<file path="src/rtl/seg7_scan_if.sv">
// Display readback bus: multiplexed segment/digit-select inputs plus the
// valid/ready frame hand-off toward the consumer.
`timescale 1ns/1ps
interface seg7_scan_if #(
    parameter int NDIGITS = 4
);
    logic [6:0]           seg_in;
    logic [NDIGITS-1:0]   dig_sel;
    logic [4*NDIGITS-1:0] frame_bcd;
    logic [NDIGITS-1:0]   frame_err;
    logic                 frame_valid;
    logic                 frame_ready;
    logic                 overrun;

    modport master (
        output seg_in, dig_sel, frame_ready,
        input  frame_bcd, frame_err, frame_valid, overrun
    );

    modport slave (
        input  seg_in, dig_sel, frame_ready,
        output frame_bcd, frame_err, frame_valid, overrun
    );
endinterface

</file>
<file path="src/rtl/seg7_scan_reader.sv">
// Reconstructs BCD digits from a scanned 7-segment bus: debounces each slot,
// decodes A..G patterns, assembles full frames and hands them off valid/ready.
//
// state | meaning
// EMPTY | no frame held, frame_valid low
// FULL  | frame held in output regs, waiting for frame_ready
`timescale 1ns/1ps
module seg7_scan_reader #(
    parameter int NDIGITS       = 4,
    parameter int STABLE_CYCLES = 4
) (
    input  logic       clk,
    input  logic       rst_n,
    seg7_scan_if.slave bus
);
    localparam int CW = $clog2(STABLE_CYCLES) + 1;
    localparam logic [CW-1:0]      CNT_MAX = CW'(STABLE_CYCLES - 1);
    localparam logic [CW-1:0]      CNT_ARM = CW'(STABLE_CYCLES - 2);
    localparam logic [NDIGITS-1:0] SEL_ONE = NDIGITS'(1);

    typedef enum logic {EMPTY, FULL} state_t;

    state_t               state, state_next;
    logic [6:0]           seg_q;
    logic [NDIGITS-1:0]   sel_q;
    logic [CW-1:0]        cnt, cnt_next;
    logic                 same, sel_onehot, capture, complete, load, ovr_next;
    logic [4:0]           dec;
    logic [NDIGITS-1:0]   mask, mask_next;
    logic [4*NDIGITS-1:0] work_bcd, work_bcd_next;
    logic [NDIGITS-1:0]   work_err, work_err_next;
    logic [4*NDIGITS-1:0] frame_bcd_q;
    logic [NDIGITS-1:0]   frame_err_q;
    logic                 overrun_q;

    // Returns {err, nibble}; unknown patterns read back as 4'hF with err set.
    function automatic logic [4:0] decode(input logic [6:0] p);
        case (p)
            7'b1111110: decode = 5'h00;
            7'b0110000: decode = 5'h01;
            7'b1101101: decode = 5'h02;
            7'b1111001: decode = 5'h03;
            7'b0110011: decode = 5'h04;
            7'b1011011: decode = 5'h05;
            7'b1011111: decode = 5'h06;
            7'b1110000: decode = 5'h07;
            7'b1111111: decode = 5'h08;
            7'b1110011: decode = 5'h09;
            default:    decode = 5'h1F;
        endcase
    endfunction

    always_comb begin
        same       = (bus.seg_in == seg_q) && (bus.dig_sel == sel_q);
        sel_onehot = (sel_q != '0) && ((sel_q & (sel_q - SEL_ONE)) == '0);
        cnt_next   = '0;
        if (same)
            cnt_next = (cnt == CNT_MAX) ? cnt : cnt + 1'b1;
        // Fires only on the arm->max step, so a held pattern is taken once.
        capture    = same && (cnt == CNT_ARM) && sel_onehot;
        dec        = decode(seg_q);
    end

    always_comb begin
        work_bcd_next = work_bcd;
        work_err_next = work_err;
        mask_next     = mask;
        if (capture) begin
            for (int i = 0; i < NDIGITS; i++) begin
                if (sel_q[i]) begin
                    work_bcd_next[4*i +: 4] = dec[3:0];
                    work_err_next[i]        = dec[4];
                    mask_next[i]            = 1'b1;
                end
            end
        end
        complete = capture && (&mask_next);
    end

    always_comb begin
        state_next = state;
        load       = 1'b0;
        ovr_next   = 1'b0;
        case (state)
            EMPTY: begin
                if (complete) begin
                    load       = 1'b1;
                    state_next = FULL;
                end
            end
            FULL: begin
                if (bus.frame_ready) begin
                    if (complete)
                        load = 1'b1;
                    else
                        state_next = EMPTY;
                end else if (complete) begin
                    ovr_next = 1'b1;
                end
            end
            default: state_next = EMPTY;
        endcase
    end

    always_ff @(posedge clk or negedge rst_n) begin
        if (!rst_n) begin
            seg_q       <= '0;
            sel_q       <= '0;
            cnt         <= '0;
            mask        <= '0;
            work_bcd    <= '0;
            work_err    <= '0;
            state       <= EMPTY;
            frame_bcd_q <= '0;
            frame_err_q <= '0;
            overrun_q   <= 1'b0;
        end else begin
            seg_q     <= bus.seg_in;
            sel_q     <= bus.dig_sel;
            cnt       <= cnt_next;
            mask      <= complete ? '0 : mask_next;
            work_bcd  <= work_bcd_next;
            work_err  <= work_err_next;
            state     <= state_next;
            overrun_q <= ovr_next;
            if (load) begin
                frame_bcd_q <= work_bcd_next;
                frame_err_q <= work_err_next;
            end
        end
    end

    assign bus.frame_bcd   = frame_bcd_q;
    assign bus.frame_err   = frame_err_q;
    assign bus.frame_valid = (state == FULL);
    assign bus.overrun     = overrun_q;
endmodule

</file>
<file path="src/flat_wrapper.sv">
// flat-port wrapper written by rule: the top's interface ports become plain ports
module seg7_scan_reader_flat 
#(
    parameter int NDIGITS       = 4,
    parameter int STABLE_CYCLES = 4
)
  (clk, rst_n, bus_seg_in, bus_dig_sel, bus_frame_ready, bus_frame_bcd, bus_frame_err, bus_frame_valid, bus_overrun);
  seg7_scan_if #(.NDIGITS(NDIGITS)) bus_i ();
  input  logic clk;
  input  logic rst_n;
  input wire logic [$bits(bus_i.seg_in)-1:0] bus_seg_in;
  input wire logic [$bits(bus_i.dig_sel)-1:0] bus_dig_sel;
  input wire logic [$bits(bus_i.frame_ready)-1:0] bus_frame_ready;
  output wire logic [$bits(bus_i.frame_bcd)-1:0] bus_frame_bcd;
  output wire logic [$bits(bus_i.frame_err)-1:0] bus_frame_err;
  output wire logic [$bits(bus_i.frame_valid)-1:0] bus_frame_valid;
  output wire logic [$bits(bus_i.overrun)-1:0] bus_overrun;
  assign bus_i.seg_in = bus_seg_in;
  assign bus_i.dig_sel = bus_dig_sel;
  assign bus_i.frame_ready = bus_frame_ready;
  assign bus_frame_bcd = bus_i.frame_bcd;
  assign bus_frame_err = bus_i.frame_err;
  assign bus_frame_valid = bus_i.frame_valid;
  assign bus_overrun = bus_i.overrun;
  seg7_scan_reader #(.NDIGITS(NDIGITS), .STABLE_CYCLES(STABLE_CYCLES)) u_core (.clk(clk), .rst_n(rst_n), .bus(bus_i));
endmodule
</file>
<file path="config.mk">
export PLATFORM = sky130hd
export DESIGN_NAME = seg7_scan_reader_flat
export DESIGN_NICKNAME = d
export VERILOG_FILES = /design/src/rtl/seg7_scan_if.sv /design/src/rtl/seg7_scan_reader.sv /design/src/flat_wrapper.sv
export SDC_FILE = /design/constraint.sdc
export NUM_CORES = 1
export LEC_CHECK = 0
export CELL_PAD_IN_SITES_DETAIL_PLACEMENT = 1
export CELL_PAD_IN_SITES_GLOBAL_PLACEMENT = 2
export CORE_ASPECT_RATIO = 1.25
export CORE_MARGIN = 1
export CORE_UTILIZATION = 38
export DETAILED_ROUTE_END_ITERATION = 12
export GPL_TIMING_DRIVEN = 0
export PLACE_DENSITY = 0.86
export SLEW_MARGIN = 10
export SYNTH_ARGS = -nofsm -noshare
export SYNTH_HDL_FRONTEND = slang
export SYNTH_SLANG_ARGS = --single-unit
</file>
<file path="constraint.sdc">
create_clock -name clk -period 4.2 [get_ports clk]
set_clock_uncertainty 0.1 [all_clocks]
set_input_delay 0.84 -clock clk [delete_from_list [all_inputs] [get_ports clk]]
set_output_delay 0.84 -clock clk [all_outputs]
set_load 0.03 [all_outputs]
</file>
# Word level (Yosys, flattened, before mapping)
# Index checks and enable logic that the tools add are counted.
# op_classes
reduce_logical	8
add_sub_neg	2
n_eq_ne	15
shift	0
n_bitwise	2
mux	26
div_mod_pow	0
n_lt_le_gt_ge	0
multipliers	0
# ops
op	n
$eq A7 B7 Y1 const B	8
$pmux W5 S10	1
$mux W4	7
$mux W16	1
$eq A7 B6 Y1 const B	2
$mux W1	13
$eq A7 B7 Y1	1
$eq A3 B2 Y1 const B	2
$mux W3	2
$logic_and A1 B1 Y1	5
$and A4 B4 Y4	1
$eq A4 B4 Y1	1
$logic_not A4 Y1	1
$pmux W1 S2	2
$reduce_and A4 Y1	1
$reduce_bool A4 Y1	1
$sub A4 B1 Y4 const B	1
$add A3 B1 Y3 const B	1
$ne A2 B2 Y1 const B	1
$not A1 Y1	1
# totals
latchBits	0
output_inout_bits	22
reg_bits	60
mem_bits_ro	0
mem_bits_rw	0
n_memories	0
word_cells	63

# Longest topological paths before layout
# Gate-level depths: netlist of run 1.
# depth
depth_word	11
ltp_mapped	9
depth_no_buf	7

# Worst setup path after synthesis of run 1
# Ideal clock, no wire load.
# synth_path
path_type	in2reg
from	input port bus_seg_in[2]
to	register u_core.frame_bcd_q[3], in the netlist u_core.bus.frame_bcd[3]
stages	5
setup_time_ps	130
slack_ps	1561
arrival_time_ps	2409
path_cell_list	xor2_1 or4_1 or4_4 a211oi_1 o21ai_1
# synth_between
elab_chain_len	10
elab_cells_between_ends	11
classes_between	eq/ne (1); mux (5); reduce/logical (5)
# synth_lines
item	line	rtl
from (decl)	flat_wrapper.sv:11	input wire logic [$bits(bus_i.seg_in)-1:0] bus_seg_in;
$eq A7 B7 Y1 (*)	seg7_scan_reader.sv:54	same = (bus.seg_in == seg_q) && (bus.dig_sel == sel_q);
$logic_and A1 B1 Y1 (*)	seg7_scan_reader.sv:54	
$logic_and A1 B1 Y1 (*) (2 in a row)	seg7_scan_reader.sv:60	capture = same && (cnt == CNT_ARM) && sel_onehot;
$mux W4	seg7_scan_reader.sv:68	if (capture) begin
$reduce_and A4 Y1	seg7_scan_reader.sv:77	complete = capture && (&mask_next);
$logic_and A1 B1 Y1	seg7_scan_reader.sv:77	
$mux W1	seg7_scan_reader.sv:86, seg7_scan_reader.sv:93	
$mux W1	seg7_scan_reader.sv:92	if (bus.frame_ready) begin
$pmux W1 S2	seg7_scan_reader.sv:84	case (state)
to (signal assigned)	seg7_scan_reader.sv:127	frame_bcd_q <= work_bcd_next;
to (decl)	seg7_scan_reader.sv:32	logic [4*NDIGITS-1:0] frame_bcd_q;
# Mark *: on every way between the ends. The rest lies on a longest branch, timed or not.
# A chain may end at the register's enable or synchronous reset.

# Final worst setup path of run 1
# layout_path
from	input port bus_seg_in[1]
to	register u_core.frame_bcd_q[14], in the netlist u_core.bus.frame_bcd[14]
# Same word-level chain as after synthesis.

==> results of run 1 <==
critical path: stages:
cell and delay (ns):
clkdlybuf4s50_1 0.51, xor2_4 0.24, or4_4 0.55, or4_1 0.51
a211oi_1 0.37, o21ai_1 0.14
cells by family (layout without fill, tap and decap cells):
kind of cell | after synthesis | after routing | share of synthesized area [%]
adder cells (fa/ha/maj) | 3 | 3 | 1.25
AND/OR/NAND/NOR | 109 | 109 | 22.0
multiplexers | 4 | 4 | 1.34
flip-flops | 60 | 60 | 50.1
XOR/XNOR | 15 | 15 | 5.01
buffers and inverters | 24 | 75 | 4.05
AO/OA/AOI/OAI | 79 | 79 | 16.2
power breakdown:
part           switching, W   total, W  internal (W)
sequential       0.00000469   0.000588      0.000583
clock              0.000239   0.000509      0.000270
combinational     0.0000550  0.0000864     0.0000315
total              0.000299    0.00118      0.000885
sequential cells by signal, indices dropped and copies added (netlist names):
name and count:
u_core.bus.frame_bcd 16, u_core.bus.frame_valid 1, u_core.cnt 3, u_core.bus.overrun 1, u_core.work_err 4, u_core.sel_q 4, u_core.bus.frame_err 4, u_core.work_bcd 16
u_core.seg_q 7, u_core.mask 4
stage by stage:
step                utilization (%)  setup WS, ns  instance area (sq um)
floorplan                         -          1.56                   2990
global placement               46.2         0.252                   3460
detailed placement             46.2         0.777                   3460
global route                   48.7          1.02                   3650
CTS                            48.7          1.12                   3650
finish                         48.7          1.14                   3650
how the worst max path moves through the flow:
stage | startpoint | endpoint | slack [ns] | cells after the start
finish | bus_seg_in[1] | u_core.bus.frame_bcd[14] | 1.14 | 6
global route | bus_seg_in[1] | u_core.bus.frame_bcd[9] | 1.02 | 7
CTS | bus_seg_in[1] | u_core.bus.frame_bcd[13] | 1.12 | 7
detailed placement | bus_seg_in[1] | u_core.bus.frame_bcd[13] | 0.78 | 7
global placement | rst_n | u_core.bus.frame_err[0] | 0.25 | 1
floorplan | bus_seg_in[2] | u_core.bus.frame_bcd[3] | 1.56 | 5
cell type report:
cell class | instances | area [sq um]
inverters | 7 | 26.3
fillers | 841 | 3840
well taps | 92 | 115
repair buffers | 35 | 348
plain buffers | 17 | 95.1
clock inverters | 7 | 67.6
clock buffers | 9 | 124
flip-flops and latches | 60 | 1500
multi-input cells | 210 | 1370
per-layer routing:
layer | share of wire [%] | routed length (um) | vias to the layer above
li1 | - | - | 1162
met1 | 43 | 3280 | 1209
met2 | 52 | 3930 | 48
met3 | 2.4 | 185 | 16
met4 | 2.4 | 182 | 0
met5 | 0 | 0 | -
placed cells by master, fill, tap and decap left out, drive strengths merged, types with 9 or more instances in the layout:
master / instances
or4: 9
xnor2: 10
a31oi: 9
buf: 11
nor2: 36
o21ai: 37
dfrtp: 60
clkdlybuf4s50: 34
clkbuf: 16
nand2: 15
o211ai: 13
a211oi: 9
==> flow_summary.ini, run 1 <==
[run_status]
status = completed

[synth]
synthDistinctLibCells = 42
synth_cells = 294
synth_top_area_share_pct = 50.1
yosysTopAreaCell = dfrtp_1
synth.avg_cell_area_sq_um = 10.2
synth_edf_count = 0
seq_area_frac_synth_pct = 50.1
synth_nets = 311
synth_ff_type = dfrtp_1
synthTopCellsByCount = dfrtp_1 (60), nor2_1 (36), o21ai_1 (22)
ys_async_sr_fraction_pct = 100
syn_area_sq_um = 2990
yosys_warnings = 0
post-synth-top-count-cell = dfrtp_1
ys_top_cells_by_area = dfrtp_1 (50%), nor2_1 (4.5%), o21ai_1 (3.7%)
synth-seq-cells = 60

[global_route]
track_usage_pct = 21.4
busiest_layer = met2
grt_use_met2_pct = 36.2
grt_util_met1_pct = 25.9
met3_usage_pct = 3.69
grt_max_degree = 61
overflow = 0
grt_pass1_wl_mm = 13.1
grt_antenna_before_repair = 0
first_global_vias = 2604

[sta]
finalMaxSlewViolations = 0
finalSetupTns_ns = 0
fin_crit_ns = 3.06
rsz0062_at_grt = false
fmax_ghz = 0.327
worst_slew_pin_slew_ns = 1.12
period_share_pct = 72.8
slew_headroom_pct = 24.9
hold_violations = 0
fin_hold_ws_ns = 0.375
setup_viol = 0

[floorplanning]
core_sq_um = 7490
die_area_sq_um = 8240
pin_count = 36
num_rows = 35
fp.dieW_um = 81.4
die-height_um = 101
start_util_pct = 40.0

[final_layout]
antennaDiodeCount = 0
drive_above_1_share_pct = 10.7
final_nets = 357
fin_cells = 437
syn_to_final_growth_pct = 21.9

[setup_path]
critPathMaxFanout = 6
reg2reg_to = u_core.bus.frame_err[0]
end_kind = flop
regToRegStartpoint = u_core.seg_q[3]
path_class = in2reg
cp.required_ns = 4.32
ff2ff_path_depth = 8
critical_path_arrival_ns = 3.17
reg2reg_slack_ns = 1.56
crit_path_start_kind = primary input

[routing]
drc = 0
drt-wirelength-per-cell_um = 17.3
firstDrtPassIters = 6
first_iter_violations = 59
wirelength_mm = 7.58
vias_per_cell = 5.57
postRouteAntennaNets = 0
vias = 2435

[worst_hold_path]
hp-class = reg2reg
hold_path.startpoint = u_core.work_err[2]
holdPathEnd = u_core.work_err[2]
holdPathStages = 2

[pwr]
power_density_nw_per_um2 = 324
total_power_w = 0.00118
ir_drop_v = 0.000264
leakage_nw = 1.51

[clocking]
insertion_delay_ns = 0.34
cts_setup_buffers = 0
cts.sinks = 60
hold_buffers = 0
clk_path_buf_depth = 2
root_buffer = clkbuf_8
tritoncts = yes
cts.reportedPaths.clkPinSlew_ns = 0.07
cts-resized-gates = 0
numCtsBuffers = 9
htree_levels = 3

[flow_run]
cap_violations = 0

[placement]
portBuffers = 35
gp_congestion = 0.822
dpl.cell_count = 421
dpl.hpwl_mm = 5.59
(Power assumes the default switching activity.)
==> run 2, diff against run 1 <==
- CORE_UTILIZATION: 38 -> 36
- PLACE_DENSITY: 0.86 -> 0.82
- clock period: 4.2 -> 3.05 ns (I/O delays scaled with it)
==> run 2 against run 1 <==
Effect of this change: via count decreased by 2.1%; first-iteration DRC count increased by 53%; sequential share of layout area decreased by 0.34 points; final area increased by 0.82%.
==> flow_summary.ini, run 2 (same netlist as run 1, synthesis figures left out) <==
[run_status]
status = completed

[global_route]
grt_use_met2_pct = 33.2
met3_usage_pct = 3.65
busiest_layer = met2
grt_pass1_wl_mm = 13.1
grt_util_met1_pct = 23.4
overflow = 0
first_global_vias = 2626
track_usage_pct = 19.2
grt_antenna_before_repair = 0
grt_max_degree = 61

[routing]
vias_per_cell = 5.42
postRouteAntennaNets = 0
first_iter_violations = 90
drt-wirelength-per-cell_um = 17.3
vias = 2383
firstDrtPassIters = 4
drc = 0
wirelength_mm = 7.61

[final_layout]
drive_above_1_share_pct = 10.1
final_common_cell = dfrtp_1
final_nets = 357
final_cell_area_sq_um = 3680
syn_to_final_growth_pct = 22.9
post-route-util_pct = 46.4
antennaDiodeCount = 0
final_cell_mix = dfrtp_1 (60), nor2_1 (36), clkdlybuf4s50_1 (34)

[sta]
rsz0062_at_grt = false
hold_violations = 0
finalMaxSlewViolations = 0
fmax_ghz = 0.352
fin_crit_ns = 2.84
worst_slew_pin_slew_ns = 0.987
period_share_pct = 93.1
slew_headroom_pct = 33.7
setup_viol = 0
fin_hold_ws_ns = 0.229

[setup_path]
crit_slowest_cell = or4_4
end_kind = flop
cpPeakStageDelay_ns = 0.54
critPathMaxFanout = 6
critical_path_arrival_ns = 2.95
worst-path-buf-inv = 1
cp.required_ns = 3.16
path_delay_family = simple AND/OR/NAND/NOR gates
path_class = in2reg
crit_path_start_kind = primary input
crit_chain = clkdlybuf4s50_1 > xor2_4 > or4_4 > or4_1 > a211oi_1 > o21ai_1

[pwr]
comb_power_share_pct = 6.9
switching_share_pct = 23.2
switchingPower_w = 0.000402
power_density_nw_per_um2 = 470
pwr-share-seq_pct = 46.8
power.share.clock_pct = 46.3
ir_drop_v = 0.000250
p_int_w = 0.00133
leakage_nw = 1.53

[placement]
portBuffers = 35
place_area_sq_um = 3460
gp_congestion = 0.781
dpl.hpwl_mm = 5.63

[floorplanning]
fp.dieW_um = 83.6
start_util_pct = 37.8
die_area_sq_um = 8690
num_rows = 36
pin_count = 36
die-height_um = 104
core_sq_um = 7930

[worst_hold_path]
hp-class = in2async

[clocking]
insertion_delay_ns = 0.35
hold_buffers = 0
tritoncts = yes
numCtsBuffers = 9
clk_path_buf_depth = 2
cts.reportedPaths.clkPinSlew_ns = 0.07
cts_setup_buffers = 0
root_buffer = clkbuf_8
htree_levels = 3
cts-resized-gates = 0
cts.sinks = 60

[flow_run]
cap_violations = 0
-- run 2: cell count changes in the layout (fill, tap and decap cells not counted), sizes merged --
cell	before	now
clkinvlp	3	1
clkbuf	16	19
clkinv	3	1
bufinv	1	2
-- run 2: final cells by class --
type | instances | area, sq um
buffer | 17 | 95.1
clock buffer | 12 | 145
clock inverter | 4 | 72.6
fill | 926 | 4250
inverter | 7 | 26.3
multi-input combinational | 210 | 1370
sequential | 60 | 1500
tap | 95 | 119
timing repair buffer | 35 | 348
-- run 2: power by group through the flow --
stage	sequential [W]	clock (W)	combinational, W
floorplan	0.000823	0	0.0000673
global placement	0.000825	0	0.000118
detailed placement	0.000825	0	0.000121
CTS	0.000810	0.000819	0.000122
global route	0.000810	0.000856	0.000133
finish	0.000810	0.000801	0.000119
-- run 2: path summary, 6_finish.rpt --
path,startpoint,endpoint,slack (ns),cells after the start
worst max-delay path,bus_seg_in[1],u_core.bus.frame_bcd[10],0.21,6
worst min-delay path,rst_n,u_core.work_bcd[1],0.23,1
worst max register to register,u_core.sel_q[2],u_core.mask[0],0.29,7
worst min register to register,u_core.work_err[0],u_core.work_err[0],0.36,2
max in group asynchronous,rst_n,u_core.cnt[1],2.13,1
min in group clk,u_core.work_err[0],u_core.work_err[0],0.36,2
-- run 2: metrics by stage --
stage / std cells / TNS [ns] / setup slack (ns) / total power, W
6_report: 440 / 0 / 0.211 / 0.00173
5_1_grt: 440 / 0 / 0.0640 / 0.00180
4_1_cts: 440 / 0 / 0.193 / 0.00175
3_5_place_dp: 424 / -2.87 / -0.171 / 0.000946
3_3_place_gp: 424 / -43.39 / -0.697 / 0.000943
2_1_floorplan: 294 / 0 / 0.641 / 0.000890
-- run 2: routing by layer --
layer,share of wire (%),routed length (um)
met1,45,3390
met3,2.2,165
met2,51,3890
met4,2.1,158
met5,0,0
-- run 2: worst register-to-register path, stage by stage (launching register included) --
cell	delay, ns
dfrtp_1	0.35
buf_2	0.17
nor4b_1	0.34
a211oi_1	0.18
buf_2	0.27
nor3_1	0.60
o211ai_1	0.42
o21a_1	0.22
